==> src/rtl/arccos_pkg.sv <==
// rtl/arccos_pkg.sv - shared states, constants and helpers for the BCD arccos path
package arccos_pkg;

  typedef enum logic [2:0] {
    IDLE,
    CHECK,
    SEARCH,
    ROUND,
    MAP,
    BCD,
    DONE
  } state_t;

  localparam int ANGLE_MAX  = 90;
  localparam int ANGLE_W    = 8;
  localparam int MAG_W      = 7;
  localparam int ROM_DEPTH  = 91;
  localparam int BCD_SHIFTS = 8;

  function automatic logic [MAG_W-1:0] absdiff(input logic [MAG_W-1:0] a,
                                               input logic [MAG_W-1:0] b);
    return (a > b) ? a - b : b - a;
  endfunction

  // One double-dabble step: add 3 to every BCD nibble >= 5, then shift left.
  function automatic logic [12+ANGLE_W-1:0] dabble_step(input logic [12+ANGLE_W-1:0] s);
    logic [12+ANGLE_W-1:0] r;
    r = s;
    for (int i = 0; i < 3; i++) begin
      if (r[ANGLE_W+4*i +: 4] >= 4'd5)
        r[ANGLE_W+4*i +: 4] = r[ANGLE_W+4*i +: 4] + 4'd3;
    end
    return {r[12+ANGLE_W-2:0], 1'b0};
  endfunction

endpackage

==> src/rtl/cos_rom.sv <==
// rtl/cos_rom.sv - combinational round(100*cos(a deg)) table, a = 0..90
module cos_rom
  import arccos_pkg::*;
(
  input  logic [6:0]       addr,
  output logic [MAG_W-1:0] data
);

  always_comb begin
    data = '0;
    case (addr)
      7'd0:  data = 7'd100; 7'd1:  data = 7'd100; 7'd2:  data = 7'd100; 7'd3:  data = 7'd100; 7'd4:  data = 7'd100;
      7'd5:  data = 7'd100; 7'd6:  data = 7'd99;  7'd7:  data = 7'd99;  7'd8:  data = 7'd99;  7'd9:  data = 7'd99;
      7'd10: data = 7'd98;  7'd11: data = 7'd98;  7'd12: data = 7'd98;  7'd13: data = 7'd97;  7'd14: data = 7'd97;
      7'd15: data = 7'd97;  7'd16: data = 7'd96;  7'd17: data = 7'd96;  7'd18: data = 7'd95;  7'd19: data = 7'd95;
      7'd20: data = 7'd94;  7'd21: data = 7'd93;  7'd22: data = 7'd93;  7'd23: data = 7'd92;  7'd24: data = 7'd91;
      7'd25: data = 7'd91;  7'd26: data = 7'd90;  7'd27: data = 7'd89;  7'd28: data = 7'd88;  7'd29: data = 7'd87;
      7'd30: data = 7'd87;  7'd31: data = 7'd86;  7'd32: data = 7'd85;  7'd33: data = 7'd84;  7'd34: data = 7'd83;
      7'd35: data = 7'd82;  7'd36: data = 7'd81;  7'd37: data = 7'd80;  7'd38: data = 7'd79;  7'd39: data = 7'd78;
      7'd40: data = 7'd77;  7'd41: data = 7'd75;  7'd42: data = 7'd74;  7'd43: data = 7'd73;  7'd44: data = 7'd72;
      7'd45: data = 7'd71;  7'd46: data = 7'd69;  7'd47: data = 7'd68;  7'd48: data = 7'd67;  7'd49: data = 7'd66;
      7'd50: data = 7'd64;  7'd51: data = 7'd63;  7'd52: data = 7'd62;  7'd53: data = 7'd60;  7'd54: data = 7'd59;
      7'd55: data = 7'd57;  7'd56: data = 7'd56;  7'd57: data = 7'd54;  7'd58: data = 7'd53;  7'd59: data = 7'd52;
      7'd60: data = 7'd50;  7'd61: data = 7'd48;  7'd62: data = 7'd47;  7'd63: data = 7'd45;  7'd64: data = 7'd44;
      7'd65: data = 7'd42;  7'd66: data = 7'd41;  7'd67: data = 7'd39;  7'd68: data = 7'd37;  7'd69: data = 7'd36;
      7'd70: data = 7'd34;  7'd71: data = 7'd33;  7'd72: data = 7'd31;  7'd73: data = 7'd29;  7'd74: data = 7'd28;
      7'd75: data = 7'd26;  7'd76: data = 7'd24;  7'd77: data = 7'd22;  7'd78: data = 7'd21;  7'd79: data = 7'd19;
      7'd80: data = 7'd17;  7'd81: data = 7'd16;  7'd82: data = 7'd14;  7'd83: data = 7'd12;  7'd84: data = 7'd10;
      7'd85: data = 7'd9;   7'd86: data = 7'd7;   7'd87: data = 7'd5;   7'd88: data = 7'd3;   7'd89: data = 7'd2;
      7'd90: data = 7'd0;
      default: data = '0;
    endcase
  end

endmodule

==> src/rtl/arccos_bcd.sv <==
// rtl/arccos_bcd.sv - signed BCD cosine (x100) to BCD angle 0..180 deg
// Define ARCCOS_NEAREST_EN to round the search result to the nearest table angle.
module arccos_bcd
  import arccos_pkg::*;
#(
  parameter int ITER        = 7,
  parameter bit HOLD_RESULT = 1'b1
) (
  input  logic       clk,
  input  logic       reset,
  input  logic       start,
  input  logic       sign,
  input  logic [3:0] ones,
  input  logic [3:0] tens,
  input  logic [3:0] hundreds,
  output logic       busy,
  output logic       done,
  output logic       error,
  output logic [3:0] ang_ones,
  output logic [3:0] ang_tens,
  output logic [3:0] ang_hundreds
);

  state_t state, state_next;

  logic                   sign_q;
  logic [3:0]             h_q, t_q, o_q;
  logic                   err_q;
  logic [MAG_W-1:0]       mag_q;
  logic [6:0]             lo, hi, mid;
  logic [4:0]             cnt;
  logic [12+ANGLE_W-1:0]  shreg;
  logic                   in_err;
  logic [MAG_W-1:0]       mag_calc;
  logic [MAG_W-1:0]       rom_data;
  logic [ANGLE_W-1:0]     angle;

  assign in_err = (h_q > 4'd9) || (t_q > 4'd9) || (o_q > 4'd9) || (h_q > 4'd1) ||
                  ((h_q == 4'd1) && ((t_q != 4'd0) || (o_q != 4'd0)));
  assign mag_calc = MAG_W'(h_q) * 7'd100 + MAG_W'(t_q) * 7'd10 + MAG_W'(o_q);
  assign mid      = 7'(({1'b0, lo} + {1'b0, hi}) >> 1);
  assign angle    = sign_q ? (8'd180 - {1'b0, lo}) : {1'b0, lo};

  // Once the search has converged lo == hi, so mid also addresses rom[lo].
  cos_rom u_rom (
    .addr (mid),
    .data (rom_data)
  );

`ifdef ARCCOS_NEAREST_EN
  logic [MAG_W-1:0] rom_prev;

  cos_rom u_rom_prev (
    .addr (lo - 7'd1),
    .data (rom_prev)
  );
`endif

  always_ff @(posedge clk) begin
    if (reset) state <= IDLE;
    else       state <= state_next;
  end

  always_comb begin
    state_next = state;
    busy       = (state != IDLE);
    case (state)
      IDLE:   if (start) state_next = CHECK;
      CHECK:  state_next = in_err ? DONE : SEARCH;
      SEARCH: begin
        if (cnt == 5'(ITER - 1)) begin
`ifdef ARCCOS_NEAREST_EN
          state_next = ROUND;
`else
          state_next = MAP;
`endif
        end
      end
      ROUND:  state_next = MAP;
      MAP:    state_next = BCD;
      BCD:    if (cnt == 5'(BCD_SHIFTS - 1)) state_next = DONE;
      DONE:   state_next = IDLE;
      default: state_next = IDLE;
    endcase
  end

  always_ff @(posedge clk) begin
    if (reset) begin
      sign_q       <= 1'b0;
      h_q          <= '0;
      t_q          <= '0;
      o_q          <= '0;
      err_q        <= 1'b0;
      mag_q        <= '0;
      lo           <= '0;
      hi           <= '0;
      cnt          <= '0;
      shreg        <= '0;
      done         <= 1'b0;
      error        <= 1'b0;
      ang_ones     <= '0;
      ang_tens     <= '0;
      ang_hundreds <= '0;
    end else begin
      done <= 1'b0;
      if (!HOLD_RESULT && done) begin
        error        <= 1'b0;
        ang_ones     <= '0;
        ang_tens     <= '0;
        ang_hundreds <= '0;
      end
      case (state)
        IDLE: begin
          if (start) begin
            sign_q <= sign;
            h_q    <= hundreds;
            t_q    <= tens;
            o_q    <= ones;
            error  <= 1'b0;
          end
        end
        CHECK: begin
          err_q <= in_err;
          mag_q <= mag_calc;
          lo    <= '0;
          hi    <= 7'(ANGLE_MAX);
          cnt   <= '0;
        end
        SEARCH: begin
          cnt <= cnt + 5'd1;
          if (rom_data <= mag_q) hi <= mid;
          else                   lo <= mid + 7'd1;
        end
`ifdef ARCCOS_NEAREST_EN
        ROUND: begin
          if ((lo != 7'd0) && (absdiff(rom_prev, mag_q) <= absdiff(rom_data, mag_q)))
            lo <= lo - 7'd1;
        end
`endif
        MAP: begin
          shreg <= {12'd0, angle};
          cnt   <= '0;
        end
        BCD: begin
          shreg <= dabble_step(shreg);
          cnt   <= cnt + 5'd1;
        end
        DONE: begin
          done  <= 1'b1;
          error <= err_q;
          if (err_q) begin
            ang_hundreds <= '0;
            ang_tens     <= '0;
            ang_ones     <= '0;
          end else begin
            ang_hundreds <= shreg[ANGLE_W+8 +: 4];
            ang_tens     <= shreg[ANGLE_W+4 +: 4];
            ang_ones     <= shreg[ANGLE_W   +: 4];
          end
        end
        default: ;
      endcase
    end
  end

endmodule

==> config.mk <==
export PLATFORM = sky130hd
export DESIGN_NAME = arccos_bcd
export DESIGN_NICKNAME = d
export VERILOG_FILES = /design/src/rtl/arccos_pkg.sv /design/src/rtl/cos_rom.sv /design/src/rtl/arccos_bcd.sv
export SDC_FILE = /design/constraint.sdc
export NUM_CORES = 1
export LEC_CHECK = 0
export ABC_AREA = 1
export CAP_MARGIN = 0
export CORE_MARGIN = 5
export CORE_UTILIZATION = 50
export DETAILED_ROUTE_END_ITERATION = 7
export PLACE_DENSITY = 0.74
export SETUP_SLACK_MARGIN = 0.15
export SKIP_CTS_REPAIR_TIMING = 1
export SLEW_MARGIN = 20
export SYNTH_ARGS = -nofsm -noshare
export SYNTH_HDL_FRONTEND = slang
export SYNTH_SLANG_ARGS = --single-unit
==> constraint.sdc <==
create_clock -name clk -period 7.3 [get_ports clk]
set_input_delay 2.19 -clock clk [delete_from_list [all_inputs] [get_ports clk]]
set_output_delay 2.19 -clock clk [all_outputs]
set_load 0.05 [all_outputs]
* After elaboration in Yosys (flattened, before gate mapping) *
Memories as Yosys holds them, arrays and structs flattened.
Index checks and enable logic that the tools add are counted.

storage, ports and cells
  bits in registers = 77
  bits in read-only memories = 896
  memories = 1

cells by class
  add/subtract/negate cells = 9
  multiply operators = 2
  $lt $le $gt $ge = 8
  equal/unequal tests = 14
  mux-type cells = 21
  reduce and logical (&&, ||, !) cells = 21

memories
  name              depth  width  rd ports  clocked after Yosys merged registers in  write ports  line           source
  (name not given)  128    7      1         0                                        0            cos_rom.sv:11  case (addr)

operators by type and width
  cell                                                                    count
  20-bit one-hot mux with 2 select lines                                  1
  7-bit one-hot mux with 2 select lines                                   2
  4-bit 2-to-1 mux                                                        5
  3-bit one-hot mux with 6 select lines                                   1
  3-bit 2-to-1 mux                                                        5
  7-bit 2-to-1 mux                                                        2
  4-bit by 3-bit >= comparator with 1-bit output (second input constant)  3
  4-bit greater-than comparator (second input constant)                   3
  5-bit by 3-bit equality test with 1-bit output (second input constant)  2
  2-bit != test (second input constant)                                   5
  5-bit one-hot mux with 2 select lines                                   1
  3-bit equality test (second input constant)                             3
  4-bit by 2-bit adder with 4-bit output (second input constant)          2
  7-bit by 7-bit adder with 8-bit output                                  1
  8-bit 2-to-1 mux                                                        1
  2-bit AND reduction                                                     4
  2-bit nonzero test                                                      4
  4-bit nonzero test                                                      2
  8-bit by 7-bit subtractor with 8-bit output (first input constant)      1
  7-bit by 1-bit adder with 7-bit output (second input constant)          1
  7-bit by 4-bit adder with 7-bit output                                  1
  7-bit adder                                                             1
  7-bit <= comparator                                                     1
  3-bit by 2-bit equality test with 1-bit output (second input constant)  2
  other kinds (15)                                                        21

* Depth between registers and ports, before layout *
  word-level depth = 7
  mapped depth = 29
  depth with buffers taken out = 27

* Modules after synthesis *
A second synthesis with hierarchy kept.

unflattened totals
  cell total of the unflattened synthesis = 726
  area total of the unflattened synthesis = 5088.6 um^2

modules (own cells, without submodules)
  module      times used  cells each  area each (um^2)  seq. area each (um^2)
  arccos_bcd  1           588         4381.7            1541.5
  cos_rom     1           138         706.9             0.0

* Least setup slack after synthesis *
OpenSTA, ideal clock, no wires.

  path type = register to register
  start = register lo[1]
  end = register lo[4]
  setup time = 0.070 ns
  arrival = 3.246 ns
  data required time = 7.230 ns
  path slack = 3.983 ns
  stages on the path, launching flop included = 23
  path through = dfxtp_1 > inv_1 > fa_1 > xnor2_2 > inv_1 > ha_1 > inv_1 > nand2_1 > nand3_1 > nand2_1 > a21oi_1 > nand3_1 > nand2_1 > ha_1 > a21oi_1 > o21ai_0 > nand2_1 > nand2_1 > nand3_1 > nand2_1 > inv_1 > nand2_1 > a21oi_1

on the way
  cells in the longest elaborated chain, start to end = 5
  elaborated cells on any way between the ends = 8

ends and longest elaborated chain
  item                                      line               source
  start: declaration                        arccos_bcd.sv:30   logic [6:0] lo, hi, mid;
  start signal: assignment                  arccos_bcd.sv:132  else lo <= mid + 7'd1;
  7-bit by 7-bit adder with 8-bit output *  arccos_bcd.sv:41   assign mid = 7'(({1'b0, lo} + {1'b0, hi}) >> 1);
  memory 128 x 7 bit                        -
  7-bit <= comparator                       arccos_bcd.sv:131  if (rom_data <= mag_q) hi <= mid;
  2-bit != test (no line)                   -
  2-bit AND reduction (no line)             -

Every way passes the cells marked *; elsewhere a longest branch is shown, timed or not. The select of a mux whose other input is x is not followed.
A chain may end at the register's enable or synchronous reset.

* Worst setup path in the final report *
  start = register lo[1]
  end = register lo[5]

Same word-level chain as after synthesis.

==> out/qor.csv <==
metric,value,unit
initial antenna violation count,0,
# port buffers,30,
ys flop type,dfxtp_1,
clock transition at the registers of the reported paths,0.08,ns
synthesis-stage register bit count,77,
skew final,0.0107,ns
largest net degree at the start of global routing,46,
CTS tree,yes,
crit-path leading delay family,adder cells,
io pins,31,
sequential fraction of design power,26.4,%
vias in the first global route,4711,
grt ovf,0,
Tightest Pin Transition,0.918,ns
final worst slack,3.02,ns
Post-DP HPWL,9240,um
setup TNS,0,ns
core area,10300,um2
leading area contributor after synthesis,dfxtp_1,
Hold Path Stages,2,
root buf cell,clkbuf_8,
worst skew pair latency,0.35,ns
Bufs and invs on worst path,4,
CTS Sinks,77,
Pint,1.12,mW
top post-synthesis cells by area,"dfxtp_1 29%, ha_1 11%, nand2_1 11%",
Die Area,12600,um2
WP data required,7.58,ns
All-Layer GR Usage,20.1,%
WS Path Type,flop to flop,
total of max-cap violations,0,
Syn Nets,807,
# fillers,976,
P_leak,2.47,nW
RSZ-0062 raised after global routing,no,
Nets,825,
Longest Clk Path Bufs,2,
worst-path fanout max,10,
crit start category,flop,
Post-Syn Instances,739,
"slowest stage cell, crit path",xnor2_2,
YS warnings,0,
pre-CTS worst setup slack,2.62,ns
H-tree lvl count,3,
row cnt,37,
sequential share of the synthesized area,29.5,%
Final period util,58.7,%
clock power share,15.5,%
Area Overhead vs Synth,10.4,%
"wirelength, routed",12500,um
post-route ant nets,0,
worst r2r dst,lo[5],
initial DRC count,456,
die height,112,um
share of the synthesized area in the top cell type,29.5,%
hold wc startpoint,hi[0],
first-pass GRT wire length,21400,um
Post-synth ARST share,0,%
CP arrival,4.57,ns
fin. max-slew vios,0,
reg2reg start,lo[1],
CTS Buf Count,9,
worst reg2reg setup slack,3.02,ns
Final Hold Fails,0,
Die W,112,um
Initial Utilization,50.9,%
P_sw,1.08,mW
Antenna diodes,0,
CP dominant cell by count,nand2_1,
min-delay worst type,flop to flop,
Switching Fraction,49.0,%
distinct cell type count after synthesis,47,
syn_area_per_cell,7.08,um2
worst vdd ir,0.264,mV
top achievable clock speed,0.233,GHz
Worst Hold End,hi[0],
fin util,56.2,%
pwr dens,380,nW/um2
"EDFF count, synth",0,
"critical path, cell by cell","inv_1, fa_1, xnor2_2, inv_1, ha_1, inv_1, nand2_1, nand3_1, nand2_1, a21oi_1, nand3_1, nand2_1, ha_1, a21oi_1, o21ai_0, nand2_1, nand2_1, nand3_1, nand2_1, inv_1, nand2_1, a21oi_1",
# setup viols final,0,
combinational power share,58.1,%
# DRC,0,
Period minus WS final,4.28,ns
nature of the critical path endpoint,flop,
Vias,4877,
"slowest stage delay, CP",0.59,ns
relative slew slack,38.6,%
Via-to-Cell Ratio,5.43,
Synth Cell Area,5230,um2
DRT Pass-1 Iters,5,
share of cells above drive strength 1,7.87,%
DR WL/cell,13.9,um
hold_ws,0.467,ns
status,"finished, final reports clean",
worst reg2reg path depth,22,
total power,2.20,mW
GPL Wtd Cong,0.883,
-- cell usage after synthesis (6+ instances only) --
cell type / number
buf_6: 6
xor2_1: 9
a21oi_1: 73
a31oi_1: 6
clkbuf_1: 13
ha_1: 47
o21ai_0: 49
nand2_1: 152
nand2_2: 13
nand3_1: 66
o31ai_1: 12
xnor2_1: 6
inv_2: 6
dfxtp_1: 77
inv_1: 93
nor2_1: 40
-- sequential cells by signal, summed over array words and instances, names as in the netlist --
name	count
hi	7
cnt	5
error	1
o_q	4
ang_hundreds	4
ang_tens	4
ang_ones	4
lo	7
t_q	4
shreg	20
err_q	1
mag_q	7
done	1
sign_q	1
state	3
h_q	4
-- cell families (layout without fill, tap and decap cells) --
kind of cell / Yosys count / after routing / synth area share [%]
flip-flops: 77 / 77 / 29.5
AND/OR/NAND/NOR: 305 / 305 / 27.0
buffers and inverters: 125 / 148 / 9.99
XOR/XNOR: 16 / 16 / 2.82
AO/OA/AOI/OAI: 164 / 164 / 17.5
adder cells (fa/ha/maj): 52 / 52 / 13.1
-- metrics by stage --
step                area, um2  std cells
floorplan                5230        739
global placement         5570        882
detailed placement       5570        882
CTS                      5780        898
global route             5780        898
finish                   5780        898
-- worst register-to-register path, stage by stage, from the launching register on --
cell and delay (ns):
dfxtp_1 0.41, inv_1 0.13, fa_1 0.50, xnor2_2 0.59, inv_1 0.33, ha_1 0.30, inv_1 0.05, nand2_1 0.13
nand3_1 0.13, nand2_1 0.07, a21oi_1 0.14, nand3_1 0.09, nand2_1 0.11, ha_1 0.27, a21oi_1 0.15, o21ai_0 0.09
nand2_1 0.06, nand2_1 0.06, nand3_1 0.09, nand2_1 0.13, inv_1 0.18, nand2_1 0.08, a21oi_1 0.14
-- layout make-up --
class / instances / area (um2) / area share, %
timing repair buffer: 31 / 308 / 5.33
multi-input combinational: 537 / 3170 / 54.9
clock inverter: 5 / 75.1 / 1.30
tap: 136 / 170 / 2.95
clock buffer: 11 / 131 / 2.27
sequential: 77 / 1540 / 26.7
inverter: 101 / 382 / 6.61
-- worst max-delay path by stage --
stage                  endpoint  cells after the start  start
detailed placement  ang_ones[0]                      5  reset
global placement    ang_tens[1]                      5  reset
finish                    lo[5]                     22  lo[1]
global route              lo[5]                     22  lo[1]
CTS                 ang_ones[0]                      5  reset
floorplan                 lo[4]                     22  lo[1]
-- layout by cell type, fill, tap and decap left out, types with 2 or more instances in the layout --
| cell | count |
|---|---|
| nand4_1 | 5 |
| or2_2 | 2 |
| xnor2_1 | 6 |
| nor3_1 | 5 |
| nand2_2 | 13 |
| nor2_2 | 4 |
| inv_2 | 7 |
| dfxtp_1 | 77 |
| clkbuf_1 | 2 |
| a21oi_1 | 73 |
| o221ai_1 | 3 |
| o21ai_0 | 49 |
| xor2_1 | 9 |
| clkdlybuf4s50_1 | 30 |
| o211ai_1 | 3 |
| nand2_1 | 152 |
| o22ai_1 | 3 |
| o31ai_1 | 12 |
| a21oi_2 | 2 |
| fa_1 | 5 |
| clkbuf_8 | 9 |
| a211oi_1 | 2 |
| ha_1 | 47 |
| bufinv_16 | 2 |
| clkinv_2 | 3 |
| nand2_4 | 4 |
| nand3_2 | 4 |
| o21ai_1 | 5 |
| nand3b_1 | 2 |
| a31oi_1 | 6 |
| inv_1 | 93 |
| nor2_1 | 40 |
| nand3_1 | 66 |
| nand4_2 | 3 |
-- per-layer routing --
layer	part of all wire, %	track usage, %	routed length (um)	up-vias
met4	1.2	7.05	149	0
met2	48	34.4	6040	142
met5	0	0	0	-
met3	5.2	3.02	652	15
met1	45	25.8	5660	2238
li1	-	-	-	2482
-- power by group through the flow --
stage	combinational, mW	sequential, mW	clock (mW)
6_report	1.28	0.579	0.341
5_1_grt	1.43	0.589	0.371
4_1_cts	1.26	0.579	0.349
3_5_place_dp	1.26	0.588	0
3_3_place_gp	1.21	0.584	0
2_1_floorplan	1.01	0.554	0
(Power assumes the default switching activity.)
